File: src/rtl/mult_pkg.sv
// Shared widths and FSM encoding for the shift-and-add multiplier and its shift-out consumer.
package mult_pkg;

  localparam int unsigned A_W = 12;
  localparam int unsigned B_W = 11;
  localparam int unsigned P_W = A_W + B_W;

  typedef enum logic {
    IDLE = 1'b0,
    RUN  = 1'b1
  } state_e;

endpackage : mult_pkg

File: src/rtl/shift_add_mult.sv
// Sequential unsigned shift-and-add multiplier: one multiplier bit per cycle,
// fixed B_W-cycle latency, product held with a ready level until the next accept.
module shift_add_mult
  import mult_pkg::*;
#(
  parameter int unsigned A_W = mult_pkg::A_W,
  parameter int unsigned B_W = mult_pkg::B_W,
  parameter int unsigned P_W = mult_pkg::P_W
) (
  input  logic           clk,
  input  logic           rst,
  input  logic           start,
  input  logic [A_W-1:0] a,
  input  logic [B_W-1:0] b,
  output logic           busy,
  output logic [P_W-1:0] z_par,
  output logic           sz
);

  localparam int unsigned CNT_W = (B_W > 1) ? $clog2(B_W) : 1;
  localparam logic [CNT_W-1:0] LAST_CNT = CNT_W'(B_W - 1);

  state_e           r_state;
  logic [P_W-1:0]   r_mcand;
  logic [B_W-1:0]   r_mplier;
  logic [P_W-1:0]   r_acc;
  logic [CNT_W-1:0] r_cnt;
  logic [P_W-1:0]   r_z_par;
  logic             r_sz;
  logic             r_busy;

  logic [P_W-1:0]   w_addend;
  logic [P_W-1:0]   w_sum;

  // Partial product for the current multiplier bit and the running sum it produces.
  assign w_addend = r_mplier[0] ? r_mcand : '0;
  assign w_sum    = r_acc + w_addend;

  // Control FSM and datapath; the final sum is captured straight from the adder on the last iteration.
  always_ff @(posedge clk) begin
    if (rst) begin
      r_state  <= IDLE;
      r_mcand  <= '0;
      r_mplier <= '0;
      r_acc    <= '0;
      r_cnt    <= '0;
      r_z_par  <= '0;
      r_sz     <= 1'b0;
      r_busy   <= 1'b0;
    end else begin
      case (r_state)
        IDLE: begin
          if (start) begin
            r_mcand  <= P_W'(a);
            r_mplier <= b;
            r_acc    <= '0;
            r_cnt    <= '0;
            r_sz     <= 1'b0;
            r_busy   <= 1'b1;
            r_state  <= RUN;
          end
        end
        RUN: begin
          r_acc    <= w_sum;
          r_mcand  <= r_mcand << 1;
          r_mplier <= r_mplier >> 1;
          r_cnt    <= r_cnt + CNT_W'(1);
          if (r_cnt == LAST_CNT) begin
            r_z_par <= w_sum;
            r_sz    <= 1'b1;
            r_busy  <= 1'b0;
            r_state <= IDLE;
          end
        end
        default: begin
          r_state <= IDLE;
          r_busy  <= 1'b0;
        end
      endcase
    end
  end

  assign busy  = r_busy;
  assign z_par = r_z_par;
  assign sz    = r_sz;

endmodule : shift_add_mult

File: config.mk
export PLATFORM = sky130hd
export DESIGN_NAME = shift_add_mult
export DESIGN_NICKNAME = d
export VERILOG_FILES = /design/src/rtl/mult_pkg.sv /design/src/rtl/shift_add_mult.sv
export SDC_FILE = /design/constraint.sdc
export NUM_CORES = 1
export LEC_CHECK = 0
export CELL_PAD_IN_SITES_DETAIL_PLACEMENT = 1
export CELL_PAD_IN_SITES_GLOBAL_PLACEMENT = 2
export CORE_MARGIN = 2
export CORE_UTILIZATION = 38
export DETAILED_ROUTE_END_ITERATION = 8
export DONT_BUFFER_PORTS = 1
export PLACE_DENSITY_LB_ADDON = 0.12
export SYNTH_ARGS = -nofsm -noshare
export SYNTH_HDL_FRONTEND = slang
export SYNTH_SLANG_ARGS = --single-unit
File: constraint.sdc
create_clock -name clk -period 3.3 [get_ports clk]
set_clock_uncertainty 0.2 [all_clocks]
set_input_delay 0.66 -clock clk [delete_from_list [all_inputs] [get_ports clk]]
set_output_delay 0.66 -clock clk [all_outputs]
set_load 0.03 [all_outputs]
==> impl_summary.md <==
Status
The flow ran to the end, and the final reports show no timing, DRC or antenna violations.

Route
In the final routed layout, each cell accounts on average for 18.5 um. Across all layers, the routed design uses 4336 vias. The iteration-0 DRC count of the detailed router is 204. After detailed routing, the number of vias per cell comes to 5.69. The detailed-route wire length is 14100 um.

The antenna violation net count after detailed routing is 0. The number of detailed-route iterations in the first pass is 4. The number of DRC violations after detailed routing is 0.

Global routing
The pin count of the biggest net entering global routing is 75. Global routing used 29.5% of the available met1 tracks. The most used routing layer in global routing is met2. The via count of the first global-routing pass is 4362. The overall fraction of global-route tracks in use is 20.8%. For this run the aggregate overflow at the end of global routing stands at 0. The global-route met2 utilization is 31.9%. The wire length of the first global-routing pass is 23200 um. Global routing used 4.26% of the available met3 tracks. The number of antenna violations at the first check in global routing came to 0.

Timing
The final max-slew violation count was 0. The worst slew slack as a fraction of its limit is 29.0%. The post-route minimum period is 3.04 ns. Setup repair after global routing left no endpoint under its margin. The setup total negative slack is 0 ns. The count of final setup violators is 0. The share of the clock period used by the worst path after layout is 92.3%. Static timing analysis puts the maximum clock frequency at 328 MHz. The smallest hold slack is 0.172 ns.

For the pin with the worst max-slew slack, the measured transition is 1.06 ns. The final number of hold-violating endpoints came to 0.

Hold path
The worst hold path begins at rst. The type of the worst min-delay path is in -> reg.

Setup path
The critical path starts at r_mplier[0]. The worst setup path is launched from a flop. Along the worst path, the maximum fanout reaches 16. The critical path start-end classification is reg -> reg. For the worst setup path, the data required time is 3.34 ns. The worst setup path is captured at a flop.

Data on the critical path arrives at its endpoint at 3.09 ns. The startpoint of the lowest-slack register-to-register path is r_mplier[0].

Yosys
Of the total synthesized cell area, the portion taken by full adders, half adders and majority gates is 6.54%. The instance count of the mapped netlist is 607. The synthesized area per cell is 8.07 sq um. The post-synth net total is 658.

By area the synthesized netlist is led by dfxtp_1 (36%), a21oi_1 (7.6%), nor2_1 (6.2%). The area fraction in compound gates after synthesis is 23.6%. The largest area contributor in the synthesized netlist is dfxtp_1. Measured against the total synthesized area, the mux share comes to 4.70%. The area fraction of the dominant cell type after synthesis is 35.5%. After synthesis, the netlist uses 68 different library cells. The combinational family with the most area after synthesis is compound AO/OA/AOI/OAI gates.

The share of synthesized flip-flops with an asynchronous set or reset is 0%. The area of the mapped netlist is 4900 sq um. The flip-flop and latch count after synthesis is 87. The count of flip-flops with a built-in enable after synthesis is 0.

The main flop type after synthesis is dfxtp_1. The post-synthesis share of cell area spent on xor and xnor gates is 1.97%. The post-synthesis share of cell area spent on and, or, nand and nor gates is 23.5%.

Of the synthesized area, sequential elements account for 35.5%. The Yosys step of the flow raised 0 warnings.

Power
In this run the power density over the cells is 425 nW/um^2. The share of total power in the clock network is 46.3%. Of the total power, combinational logic draws 5.2%. After layout, the design draws a total of 2.27 mW.

The proportion of total power due to net switching is 24.0%. The internal power of the cells totals 1.72 mW. The analysis attributes to cell leakage a power of 2.19 nW. The share of power burned in registers is 48.5%. The total net switching power is 0.544 mW.

The worst ir drop on vdd is 309 uV.

Layout
After routing the design area is 5330 sq um. In the final layout, the share of cells above drive strength 1 is 7.46%. In the layout the commonest cells are dfxtp_1 (86), nor2_1 (81), a21oi_1 (74). The most common cell after layout, fill and taps aside is dfxtp_1. The final core utilization is 42.2%. The net total in the final layout is 636. The number of antenna diodes is 0. The area growth from synthesis to layout is 8.78%.

CTS
The number of clock buffers added by TritonCTS is 9. The clock tree from TritonCTS is done. The clock root buffer master is clkbuf_16. The clock transition at the registers of the reported paths is 0.07 ns. The tree built by TritonCTS fans out to 87 sinks. The H-tree was split into 3 levels. The hold buffer count at CTS is 0. The clock passes through at most 2 buffers.

The clock reaches the later pin of the worst-skew pair after 0.35 ns.

Floorplan
From bottom edge to top edge, the die measures 118 um. The count of standard-cell rows is 41. The I/O pin count is 51. The standard cell core area is 12600 sq um. The die covers 13800 sq um. The effective utilization at floorplan is 38.8%. The floorplan step set the die width to 118 um.

Placement
The count of buffers inserted at the top-level ports is 0. At the end of routability-driven placement, the weighted congestion stood at 0.897. The detailed placement HPWL is 9800 um. In this run the cell area measured after placement is 5020 sq um.

Job
The number of maximum-capacitance constraint violations is 0.
-- power groups by stage --
stage / registers (mW) / logic, mW / clock network, mW
3_3_place_gp: 1.12 / 0.116 / 0
4_1_cts: 1.10 / 0.120 / 1.08
6_report: 1.10 / 0.118 / 1.05
3_5_place_dp: 1.12 / 0.119 / 0
5_1_grt: 1.10 / 0.134 / 1.12
2_1_floorplan: 1.11 / 0.115 / 0
-- layer usage --
layer / vias to the layer above / wire, um
met5: - / 0
met4: 0 / 201
met3: 14 / 544
met2: 69 / 6330
met1: 2092 / 7020
li1: 2161 / -
-- layout make-up --
class | instances | area (sq um)
sequential | 87 | 1740
multi-input combinational | 468 | 2970
timing repair buffer | 9 | 67.6
inverter | 10 | 37.5
fill | 1555 | 7290
clock buffer | 11 | 243
clock inverter | 5 | 57.6
tap | 172 | 215
-- final timing paths --
check,to,slack [ns],depth (start not counted)
setup / recovery,r_acc[22],0.26,9
hold / removal,z_par[18],0.17,1
setup reg to reg,r_acc[22],0.26,9
hold reg to reg,r_acc[18],0.27,2
-- cells by family after synthesis --
logic type,Yosys count
buffers and inverters,52
flip-flops,87
XOR/XNOR,11
AO/OA/AOI/OAI,173
adder cells (fa/ha/maj),25
AND/OR/NAND/NOR,236
multiplexers,23
-- critical path, cell delays in order (launching register included) --
cell and delay [ns]:
dfxtp_1 0.58, buf_4 0.25, and2_1 0.15, ha_1 0.35, or3_1 0.40, a21oi_1 0.18
a211oi_1 0.08, a31oi_1 0.36, a31oi_1 0.15, o31a_1 0.25
-- repair_timing --
| action | CTS | global route |
|---|---|---|
| endpoints found under the setup margin | 0 | 2 |
| setup buffers | 0 | 0 |
| gates resized for setup | 0 | 1 |
-- state kept, by name, indices dropped and copies added, names as in the netlist --
register  count
r_cnt         4
r_state       1
r_mplier     11
z_par        23
r_acc        23
sz            1
r_mcand      23
busy          1
-- through the flow --
stage | std cells | worst slack (ns)
after CTS | 762 | 0.264
after floorplan | 607 | 0.415
after global placement | 746 | 0.363
after global routing | 762 | 0.0509
final | 762 | 0.255
after detailed placement | 746 | 0.289
-- synthesized netlist by cell type, drive strengths merged, types with 2 or more instances --
| cell | instances |
|---|---|
| a211o | 5 |
| a211oi | 5 |
| a21o | 7 |
| a21oi | 77 |
| a22o | 2 |
| a22oi | 2 |
| a31o | 2 |
| a31oi | 12 |
| a41oi | 2 |
| and2 | 22 |
| and3 | 25 |
| buf | 6 |
| clkbuf | 36 |
| dfxtp | 87 |
| ha | 24 |
| inv | 9 |
| mux2i | 23 |
| nand2 | 47 |
| nand3 | 18 |
| nand4 | 7 |
| nor2 | 82 |
| nor3 | 16 |
| nor4 | 3 |
| o2111ai | 3 |
| o211ai | 11 |
| o21a | 9 |
| o21ai | 17 |
| o31ai | 3 |
| or3 | 8 |
| or4 | 3 |
| xnor2 | 6 |
| xor2 | 5 |
No activity file was read; power rests on OpenSTA's default activity.
